### src/rtl/cpu_pkg.sv
// Shared definitions for the pipeline control slice: FSM state encoding,
// register-index width and the hard-wired zero register index.
package cpu_pkg;

  localparam int REG_W = 5;

  // Pipeline control FSM states
  typedef enum logic {
    ST_RUN      = 1'b0,
    ST_MUL_BUSY = 1'b1
  } state_e;

  // Register 0 is hard-wired to zero, so writes to it never create a hazard
  localparam logic [REG_W-1:0] REG_ZERO = '0;

endpackage

### src/rtl/hazard_stall_counter.sv
// Saturating event counter with enable. Counts up by one per enabled cycle,
// sticks at all-ones and is cleared only by reset.
module hazard_stall_counter #(
  parameter int CNT_W = 16
) (
  input  logic             clk_i,
  input  logic             rst_i,
  input  logic             en_i,
  output logic [CNT_W-1:0] cnt_o
);

  logic [CNT_W-1:0] cnt_reg;

  // Count enabled cycles, holding at the maximum value instead of wrapping
  always_ff @(posedge clk_i) begin
    if (rst_i) begin
      cnt_reg <= '0;
    end else if (en_i && (cnt_reg != {CNT_W{1'b1}})) begin
      cnt_reg <= cnt_reg + 1'b1;
    end
  end

  assign cnt_o = cnt_reg;

endmodule

### src/rtl/pipe_hazard_ctrl.sv
// Pipeline control unit for the 5-stage CPU. Generates keep/flush controls
// for the IF/ID, ID/EX and EX/MEM registers and the PC write enable from
// load-use hazards, taken branches resolved in MEM and multi-cycle EX ops.
// Control outputs are combinational so they act in the current cycle.
module pipe_hazard_ctrl #(
  parameter int REG_W   = cpu_pkg::REG_W,
  parameter int MUL_LAT = 4,
  parameter int CNT_W   = 16
) (
  input  logic             clk_i,
  input  logic             rst_i,
  input  logic [REG_W-1:0] ID_rs_i,
  input  logic [REG_W-1:0] ID_rt_i,
  input  logic             EX_MemRead_i,
  input  logic [REG_W-1:0] EX_rt_i,
  input  logic             EX_MulStart_i,
  input  logic             MEM_BranchTaken_i,
  output logic             PC_Write_o,
  output logic             IF_Keep_o,
  output logic             IF_Flush_o,
  output logic             ID_Keep_o,
  output logic             ID_Flush_o,
  output logic             EX_Keep_o,
  output logic             EX_Flush_o,
  output logic             Busy_o,
  output logic [CNT_W-1:0] StallCnt_o
);

  import cpu_pkg::state_e;
  import cpu_pkg::ST_RUN;
  import cpu_pkg::ST_MUL_BUSY;
  import cpu_pkg::REG_ZERO;

  localparam int BW = $clog2(MUL_LAT);

  state_e        state_reg, state_next;
  logic [BW-1:0] busy_cnt_reg, busy_cnt_next;
  logic          load_use;

  // A load in EX whose destination feeds the instruction in ID
  assign load_use = EX_MemRead_i && (EX_rt_i != REG_W'(REG_ZERO)) &&
                    ((EX_rt_i == ID_rs_i) || (EX_rt_i == ID_rt_i));

  // State and multi-cycle down-counter registers
  always_ff @(posedge clk_i) begin
    if (rst_i) begin
      state_reg    <= ST_RUN;
      busy_cnt_reg <= '0;
    end else begin
      state_reg    <= state_next;
      busy_cnt_reg <= busy_cnt_next;
    end
  end

  // Next-state and pipeline controls; branch squash outranks every stall
  always_comb begin
    state_next    = state_reg;
    busy_cnt_next = busy_cnt_reg;
    PC_Write_o    = 1'b1;
    IF_Keep_o     = 1'b0;
    IF_Flush_o    = 1'b0;
    ID_Keep_o     = 1'b0;
    ID_Flush_o    = 1'b0;
    EX_Keep_o     = 1'b0;
    EX_Flush_o    = 1'b0;
    Busy_o        = (state_reg == ST_MUL_BUSY);

    unique case (state_reg)
      ST_RUN: begin
        if (MEM_BranchTaken_i) begin
          // Younger instructions are wrong-path: drop them, PC takes target
          IF_Flush_o = 1'b1;
          ID_Flush_o = 1'b1;
          EX_Flush_o = 1'b1;
        end else if (EX_MulStart_i) begin
          PC_Write_o    = 1'b0;
          IF_Keep_o     = 1'b1;
          ID_Keep_o     = 1'b1;
          EX_Flush_o    = 1'b1;
          state_next    = ST_MUL_BUSY;
          busy_cnt_next = BW'(MUL_LAT - 2);
        end else if (load_use) begin
          // One bubble; next cycle the load sits in MEM and can forward
          PC_Write_o = 1'b0;
          IF_Keep_o  = 1'b1;
          ID_Flush_o = 1'b1;
        end
      end

      ST_MUL_BUSY: begin
        if (MEM_BranchTaken_i) begin
          // The branch is older than the mul, so the mul is squashed too
          IF_Flush_o    = 1'b1;
          ID_Flush_o    = 1'b1;
          EX_Flush_o    = 1'b1;
          state_next    = ST_RUN;
          busy_cnt_next = '0;
        end else begin
          PC_Write_o = 1'b0;
          IF_Keep_o  = 1'b1;
          ID_Keep_o  = 1'b1;
          EX_Flush_o = 1'b1;
          if (busy_cnt_reg == '0) begin
            state_next = ST_RUN;
          end else begin
            busy_cnt_next = busy_cnt_reg - 1'b1;
          end
        end
      end

      default: begin
        state_next = ST_RUN;
      end
    endcase
  end

  // Every cycle the PC is held counts as a stall
  hazard_stall_counter #(
    .CNT_W (CNT_W)
  ) u_stall_cnt (
    .clk_i (clk_i),
    .rst_i (rst_i),
    .en_i  (!PC_Write_o),
    .cnt_o (StallCnt_o)
  );

endmodule

### config.mk
export PLATFORM = sky130hd
export DESIGN_NAME = pipe_hazard_ctrl
export DESIGN_NICKNAME = d
export VERILOG_FILES = /design/src/rtl/cpu_pkg.sv /design/src/rtl/hazard_stall_counter.sv /design/src/rtl/pipe_hazard_ctrl.sv
export SDC_FILE = /design/constraint.sdc
export NUM_CORES = 1
export LEC_CHECK = 0
export CAP_MARGIN = 20
export CORE_MARGIN = 2
export CORE_UTILIZATION = 40
export DETAILED_ROUTE_END_ITERATION = 6
export GPL_TIMING_DRIVEN = 0
export MAX_ROUTING_LAYER = met4
export PLACE_DENSITY = 0.73
export SETUP_SLACK_MARGIN = 0.1
export SKIP_LAST_GASP = 1
export SYNTH_ARGS = -nofsm -noshare
export SYNTH_HDL_FRONTEND = slang
export SYNTH_SLANG_ARGS = --single-unit
### constraint.sdc
create_clock -name clk_i -period 3.86 [get_ports clk_i]
set_clock_uncertainty 0.2 [all_clocks]
set_input_delay 0.579 -clock clk_i [delete_from_list [all_inputs] [get_ports clk_i]]
set_output_delay 0.579 -clock clk_i [all_outputs]
set_load 0.02 [all_outputs]
==> flow_metrics.tcl, run 1 <==
set metrics [dict create \
    post-route-period-util_pct 92.5 \
    route.met2.wl_mm 1.45 \
    ant_nets 0 \
    start_kind "primary input" \
    ctsLongestPathBuffers 2 \
    fp.coreArea_sq_um 2810 \
    cts_buffers 3 \
    dp.cells 219 \
    syn_to_final_growth_pct 40.6 \
    rsz0062_at_grt "no" \
    nFillCells 261 \
    cts_hold_buf 0 \
    num_rows 19 \
    required_ps 3080 \
    fin_setup_tns_ps 0 \
    final_cell_area_sq_um 1680 \
    power_density_nw_per_um2 236 \
    vias_per_cell 5.73 \
    yosys-top-cells-area "dfxtp_1 (32%), xnor2_1 (8.1%), a21oi_1 (5.4%)" \
    finalHoldViolCount 0 \
    grt_pass1_vias 1206 \
    ys_types 34 \
    synth_common_cells "dfxtp_1 (19), a21oi_1 (13), nand3_1 (13)" \
    gp_congestion 0.867 \
    wire_per_inst_um 13.8 \
    die_area_sq_um 3440 \
    fp.dieH_um 58.7 \
    nNetsFinal 215 \
    ys_seq_area_share_pct 31.8 \
    vias 1278 \
    grt_overflow 0 \
    synth_top_family_by_area "simple AND/OR/NAND/NOR gates" \
    netlist.area_leader.share_pct 31.8 \
    avgSynthCellArea_sq_um 8.18 \
    syn-cell-area_sq_um 1190 \
    antenna_found_initial 0 \
    synth_cells 146 \
    final-seq-area_sq_um 380 \
    grt_usage_pct 19.6 \
    dominantRegCellSynth "dfxtp_1" \
    path_clk_slew_ps 110 \
    clock_latency_ps 300 \
    maxUsedRoutingLayer "met4" \
    grt_max_degree 12 \
    drt-pass1-iter-count 6 \
    root_buffer "clkbuf_4" \
    synth_warnings 0 \
    post-route-min-period_ps 3570 \
    dpl-instance-area_sq_um 1650 \
    post_cts_resized 1 \
    power_leakage_nw 0.565 \
    cts_setup_buffers 0 \
    grt_pass1_wl_mm 5.20 \
    synthSimpleGateAreaFrac_pct 27.5 \
    cts_tree "yes" \
    status "complete, but fails checks" \
    critical_path_arrival_ps 2790 \
    syn-num-nets 168 \
    violations "design-rule violations" \
    diodes 0 \
    synth_fa_ha_area_share_pct 2.09 \
    largest_register_ffs 16 \
    yosysTopAreaCell "dfxtp_1" \
    ctsHtreeMaxLevel 1 \
    io_buffers 42 \
    yosysMostFrequentCell "dfxtp_1" \
    max_freq_ghz 0.280 \
    ir_drop_mv 0.114 \
    die-width_um 58.7 \
    drive_above_1_share_pct 7.81 \
    synth.mux.area_fraction_pct 5.24 \
    setup_viol 0 \
    fin_ws_ps 291 \
    synthXorXnorAreaFrac_pct 8.06 \
    dp_slack_ps 12.7 \
    worstPathMaxFanout 10 \
    async_reset_ff_share_pct 0 \
    multi_input_area_sq_um 736 \
    crit_path_end_kind "output pin" \
    drc_errors 2 \
    drtIter0Drc 34 \
    final_cells 223 \
    place.detailed.hpwl_mm 2.40 \
    io_pins 44 \
    max-cap-violations 0 \
    wl_met3_um 239 \
    met1_length_mm 1.31 \
    drt_wl_total_mm 3.07 \
    holdCritPathClass "reg -> reg" \
    worstSetupPathType "in -> out" \
    final_max_slew_viol_count 0 \
    cts.sinks 19 \
    synth-edff-count 0 \
    start_util_pct 42.6 \
    synth-compound-area-share_pct 18.3 \
    synth_seq_cells 19 \
]
-- where the power goes --
group,switching (W),internal (W),total [W]
combinational,0.0000434,0.0000475,0.0000909
clock,0.0000649,0.0000385,0.000103
sequential,0.00000321,0.000199,0.000202
total,0.000111,0.000285,0.000396
-- per-stage QoR --
| step | total power, W | utilization [%] | hold slack (ps) |
|---|---|---|---|
| detailed placement | 0.000298 | 59.0 | 292 |
| global route | 0.000414 | 59.9 | 348 |
| CTS | 0.000400 | 59.9 | 310 |
| finish | 0.000396 | 59.9 | 309 |
| floorplan | 0.000254 | - | 317 |
| global placement | 0.000296 | 59.0 | 289 |
-- worst max-delay path, stage by stage --
cell and delay (ps):
clkdlybuf4s50_1 450, or4_1 550, o21ai_1 130, inv_1 80
a31o_4 290, inv_4 80, buf_6 140, buf_6 140
dlygate4sd2_1 340
-- worst paths after layout --
| kind | startpoint | to | slack (ps) | cells after the start |
|---|---|---|---|---|
| max | EX_rt_i[1] | PC_Write_o | 290 | 9 |
| max reg2reg | u_stall_cnt.cnt_o[3] | u_stall_cnt.cnt_o[7] | 1420 | 7 |
| min reg2reg | u_stall_cnt.cnt_o[13] | u_stall_cnt.cnt_o[13] | 310 | 2 |
| min | u_stall_cnt.cnt_o[13] | u_stall_cnt.cnt_o[13] | 310 | 2 |
-- kinds of logic (layout without fill, tap and decap cells) --
logic type / count (synthesis) / in the layout
AOI/OAI and AO/OA: 33 / 33
xor gates and xnor gates: 11 / 11
adders and majority gates: 2 / 2
buffers and inverters: 14 / 60
DFF: 19 / 19
muxes: 5 / 5
other: 1 / 1
and+or+nand+nor: 61 / 61
-- layer usage --
layer | up-vias | global-route usage (%)
met5 | - | -
met2 | 59 | 32.3
met4 | 0 | 8.77
li1 | 626 | -
met3 | 8 | 3.74
met1 | 585 | 23.1
-- layout by cell type, fill, tap and decap left out, types with 2 or more instances in the layout --
| cell | n |
|---|---|
| clkdlybuf4s50_1 | 41 |
| dfxtp_1 | 19 |
| nand3_1 | 13 |
| a21oi_1 | 13 |
| xnor2_1 | 11 |
| nor2_1 | 10 |
| nand2_1 | 9 |
| or4_1 | 7 |
| inv_1 | 6 |
| o21ai_1 | 6 |
| o31ai_1 | 6 |
| nand4_1 | 5 |
| or3_1 | 5 |
| and3_1 | 4 |
| nor2b_1 | 4 |
| nor3_1 | 3 |
| clkbuf_4 | 3 |
| buf_6 | 2 |
| clkbuf_1 | 2 |
| mux2_1 | 2 |
| mux2_4 | 2 |
| ha_1 | 2 |
| buf_4 | 2 |
-- cell type report --
cell class	instances	area share [%]
timing repair buffer	42	24.9
tap	31	2.31
inverter	7	1.71
sequential	19	22.6
multi-input combinational	113	43.8
buffer	7	2.98
clock buffer	3	1.34
clock inverter	1	0.298
(Power assumes the default switching activity.)
==> inputs of run 2 (changes only) <==
CORE_MARGIN = unset   (was 2)
SKIP_LAST_GASP = unset   (was 1)
==> flow_metrics.tcl, run 2 (synthesis gave the netlist of run 1 again) <==
set metrics [dict create \
    status "finished clean" \
    start_util_pct 43.0 \
    cts.sinks 19 \
    ant_nets 0 \
    num_rows 19 \
    setup_viol 0 \
    post-route-period-util_pct 93.2 \
    die-width_um 56.7 \
    tightest_slew_ps 521 \
    start_kind "primary input" \
    r2r_start "u_stall_cnt.cnt_o[3]" \
    cts_tree "yes" \
    drc_errors 0 \
    hp-start "u_stall_cnt.cnt_o[13]" \
    die_area_sq_um 3210 \
    power_density_nw_per_um2 237 \
    crit_chain "clkdlybuf4s50_1 > or4_1 > o21ai_1 > inv_1 > a31o_4 > inv_4 > buf_6 > buf_6 > dlygate4sd2_1" \
    ir_drop_mv 0.162 \
    largest_register_ffs 16 \
    nNetsFinal 215 \
    layout_commonest_cell "clkdlybuf4s50_1" \
    worstPathMaxFanout 10 \
    cts_setup_buffers 0 \
    nFillCells 263 \
    ctsLongestPathBuffers 2 \
    grt_pass1_wl_mm 5.01 \
    ctsHtreeMaxLevel 1 \
    gp_congestion 0.831 \
    vias_per_cell 5.64 \
    fp.dieH_um 56.7 \
    fin_setup_tns_ps 0 \
    final_max_slew_viol_count 0 \
    clock_latency_ps 300 \
    drt-pass1-iter-count 4 \
    finalHoldViolCount 0 \
    grt_usage_pct 20.5 \
    max_stage_delay_ps 550 \
    antenna_found_initial 0 \
    max-cap-violations 0 \
    grt_overflow 0 \
    power_w 0.000398 \
    place.detailed.hpwl_mm 2.37 \
    wire_per_inst_um 13.7 \
    drtIter0Drc 57 \
    timing.slew.headroom_pct 65.3 \
    post-route-min-period_ps 3600 \
    post_cts_resized 1 \
    io_pins 44 \
    power_leakage_nw 0.565 \
    mostFrequentLayoutCells "clkdlybuf4s50_1 (41), dfxtp_1 (19), nand3_1 (13), a21oi_1 (13), xnor2_1 (11)" \
    io_buffers 42 \
    grt_max_degree 12 \
    holdCritPathClass "reg -> reg" \
    drive_above_1_share_pct 7.81 \
    root_buffer "clkbuf_4" \
    cts_hold_buf 0 \
    drt_wl_total_mm 3.06 \
    grt_pass1_vias 1123 \
    rsz0062_at_grt "no" \
    required_ps 3080 \
    worstSetupPathType "in -> out" \
    startpoint "EX_rt_i[1]" \
    syn_to_final_growth_pct 40.6 \
    critical_path_arrival_ps 2820 \
    path_clk_slew_ps 120 \
    cts_buffers 3 \
    crit_path_end_kind "output pin" \
    fp.coreArea_sq_um 2780 \
    diodes 0 \
    crit_slowest_cell "or4_1" \
    max_freq_ghz 0.278 \
    vias 1258 \
    path_common_cell "buf_6" \
]
-- run 2: cell counts in the layout (fill, tap and decap cells not counted) --
No cell type changed its count.
-- run 2: worst max-delay path: cells and delay by family --
family,cells,cell delay (ps)
simple gates,1,550
buf+inv,6,1260
compound gates,2,410
-- run 2: metal layers --
| metal | vias to the layer above | track usage, % | part of all wire [%] |
|---|---|---|---|
| met5 | - | - | 0 |
| met4 | 0 | 10.5 | 1.8 |
| met3 | 6 | 3.23 | 6.8 |
| met2 | 65 | 33.4 | 49 |
| met1 | 565 | 24.3 | 43 |
| li1 | 622 | - | - |
-- run 2: final cells by class --
class / instances / area (sq um) / area share (%)
Tap cell: 31 / 38.8 / 2.31
Inverter: 7 / 28.8 / 1.71
Sequential cell: 19 / 380 / 22.6
Buffer: 7 / 50.0 / 2.98
Multi-Input combinational cell: 113 / 736 / 43.8
Clock inverter: 1 / 5.00 / 0.298
Timing Repair Buffer: 42 / 419 / 24.9
Clock buffer: 3 / 22.5 / 1.34
-- run 2: path summary, 6_finish.rpt --
path                                 to  slack (ps)  cells past startpoint
hold reg to reg   u_stall_cnt.cnt_o[13]         340                      2
setup / recovery             PC_Write_o         260                      9
setup reg to reg   u_stall_cnt.cnt_o[7]        1340                      7
hold / removal    u_stall_cnt.cnt_o[13]         340                      2
-- run 2: per-stage QoR --
stage | setup slack, ps | hold WS [ps] | util [%] | instance area (sq um) | instances
after CTS | 248 | 329 | 60.4 | 1680 | 223
after floorplan | 1190 | 317 | - | 1190 | 146
final | 262 | 336 | 60.4 | 1680 | 223
after detailed placement | -19.2 | 308 | 59.5 | 1650 | 219
after global routing | 172 | 353 | 60.4 | 1680 | 223
after global placement | 11.0 | 287 | 59.5 | 1650 | 219
-- run 2: power breakdown --
part	switching, W	leakage [nW]	internal [W]
Clock	0.0000665	0.0177	0.0000386
Combinational	0.0000429	0.393	0.0000476
Sequential	0.00000314	0.154	0.000199
Total	0.000113	0.565	0.000285
==> inputs of run 3 (changes only) <==
REMOVE_ABC_BUFFERS = 1   (was unset)
clock period = 3.55 ns   (was 3.86 ns; I/O delays follow)
==> flow_metrics.tcl, run 3 (synthesis gave the netlist of run 1 again) <==
set metrics [dict create \
    drive_above_1_share_pct 5.38 \
    required_ps 2820 \
    cts_tree "yes" \
    rsz0062_at_grt "no" \
    wl_met3_um 181 \
    diodes 0 \
    p_int_w 0.000307 \
    grt_usage_pct 18.4 \
    fin_util_pct 58.8 \
    grt_pass1_wl_mm 4.60 \
    ir_drop_mv 0.226 \
    dpl-instance-area_sq_um 1610 \
    die-width_um 56.7 \
    final_cells 217 \
    nNetsFinal 209 \
    worstPathMaxFanout 7 \
    swShare_pct 26.8 \
    critical_path_arrival_ps 2610 \
    timing.slew.headroom_pct 47.2 \
    dp.cells 213 \
    fp.dieH_um 56.7 \
    power_density_nw_per_um2 256 \
    finalHoldViolCount 0 \
    fp.coreArea_sq_um 2780 \
    ctsHtreeMaxLevel 1 \
    path_clk_slew_ps 110 \
    antenna_found_initial 0 \
    final_max_slew_viol_count 0 \
    route.met2.wl_mm 1.37 \
    place.detailed.hpwl_mm 2.09 \
    gp_congestion 0.784 \
    r2r_slack_ps 1040 \
    syn_to_final_growth_pct 37.0 \
    grt_overflow 0 \
    pwr-share-comb_pct 21.7 \
    cts.sinks 19 \
    power_leakage_nw 0.537 \
    crit_chain "clkdlybuf4s50_1 > or4_1 > o21ai_1 > inv_1 > a31o_4 > clkdlybuf4s50_1" \
    worstSetupPathType "in -> out" \
    vias_per_cell 5.61 \
    crit_slowest_cell "or4_1" \
    path_common_cell "clkdlybuf4s50_1" \
    max-cap-violations 0 \
    power_w 0.000419 \
    start_kind "primary input" \
    cts_setup_buffers 0 \
    start_util_pct 43.0 \
    fin_setup_tns_ps 0 \
    setup_viol 0 \
    root_buffer "clkbuf_4" \
    io_buffers 42 \
    drtIter0Drc 22 \
    final_cell_area_sq_um 1640 \
    ant_nets 0 \
    wire_per_inst_um 12.6 \
    max_freq_ghz 0.299 \
    drt_wl_total_mm 2.73 \
    drt-pass1-iter-count 4 \
    p_switching_w 0.000112 \
    max_stage_delay_ps 560 \
    post-route-min-period_ps 3340 \
    maxUsedRoutingLayer "met4" \
    largest_register_ffs 16 \
    io_pins 44 \
    mostFrequentLayoutCells "clkdlybuf4s50_1 (41), dfxtp_1 (19), nand3_1 (13), a21oi_1 (13), xnor2_1 (11)" \
    status "finished clean" \
    clkPwrFrac_pct 25.9 \
    holdCritPathClass "reg -> reg" \
    drc_errors 0 \
    die_area_sq_um 3210 \
    grt_pass1_vias 1156 \
    sequentialPowerShare_pct 52.4 \
    clock_latency_ps 290 \
    ctsLongestPathBuffers 2 \
    tightest_slew_ps 790 \
    met1_length_mm 1.17 \
    num_rows 19 \
    post-route-period-util_pct 94.2 \
    grt_max_degree 25 \
    cts_buffers 3 \
    crit_path_end_kind "output pin" \
    vias 1218 \
    layout_commonest_cell "clkdlybuf4s50_1" \
]
==> run 3: what timing repair did <==
| item | 4_1_cts | 5_1_grt |
|---|---|---|
| gates resized for setup | 1 | 0 |
| endpoints found under the hold margin | 0 | 0 |
| hold buffers | 0 | 0 |
| setup endpoints to repair | 1 | 0 |
==> run 3: stage by stage <==
step	hold slack, ps	worst slack [ps]
6_report	301	207
5_1_grt	353	147
4_1_cts	314	206
3_5_place_dp	296	-61.7
3_3_place_gp	280	-42.7
2_1_floorplan	317	1000
==> run 3: critical path, delay by kind of cell <==
kind,cells,cell delay [ps]
AOI/OAI and AO/OA,2,420
and+or+nand+nor,1,560
buffers and inverters,3,1100
==> run 3: layout make-up <==
class                   instances  area, sq um
clock buffers                   4         26.3
fillers                       267         1140
inverters                       7         28.8
multi-input cells             113          736
flip-flops and latches         19          380
well taps                      31         38.8
repair buffers                 43          427
==> run 3: power groups by stage <==
| stage | clock network [W] | logic [W] | registers [W] |
|---|---|---|---|
| 6_report | 0.000109 | 0.0000907 | 0.000219 |
| 5_1_grt | 0.000127 | 0.0000985 | 0.000220 |
| 4_1_cts | 0.000118 | 0.0000915 | 0.000220 |
| 3_5_place_dp | 0 | 0.0000916 | 0.000224 |
| 3_3_place_gp | 0 | 0.0000893 | 0.000224 |
| 2_1_floorplan | 0 | 0.0000410 | 0.000226 |
==> run 3: worst paths after layout <==
kind | start | to | depth (start not counted)
worst max-delay path | EX_rt_i[1] | IF_Keep_o | 6
worst min-delay path | u_stall_cnt.cnt_o[13] | u_stall_cnt.cnt_o[13] | 2
worst max register to register | u_stall_cnt.cnt_o[3] | u_stall_cnt.cnt_o[7] | 7
worst min register to register | u_stall_cnt.cnt_o[13] | u_stall_cnt.cnt_o[13] | 2
==> run 3: routing by layer <==
layer,vias to the layer above,GRT usage [%]
li1,615,-
met1,554,19.5
met2,47,33.8
met3,2,4.84
met4,0,4.18
met5,-,-
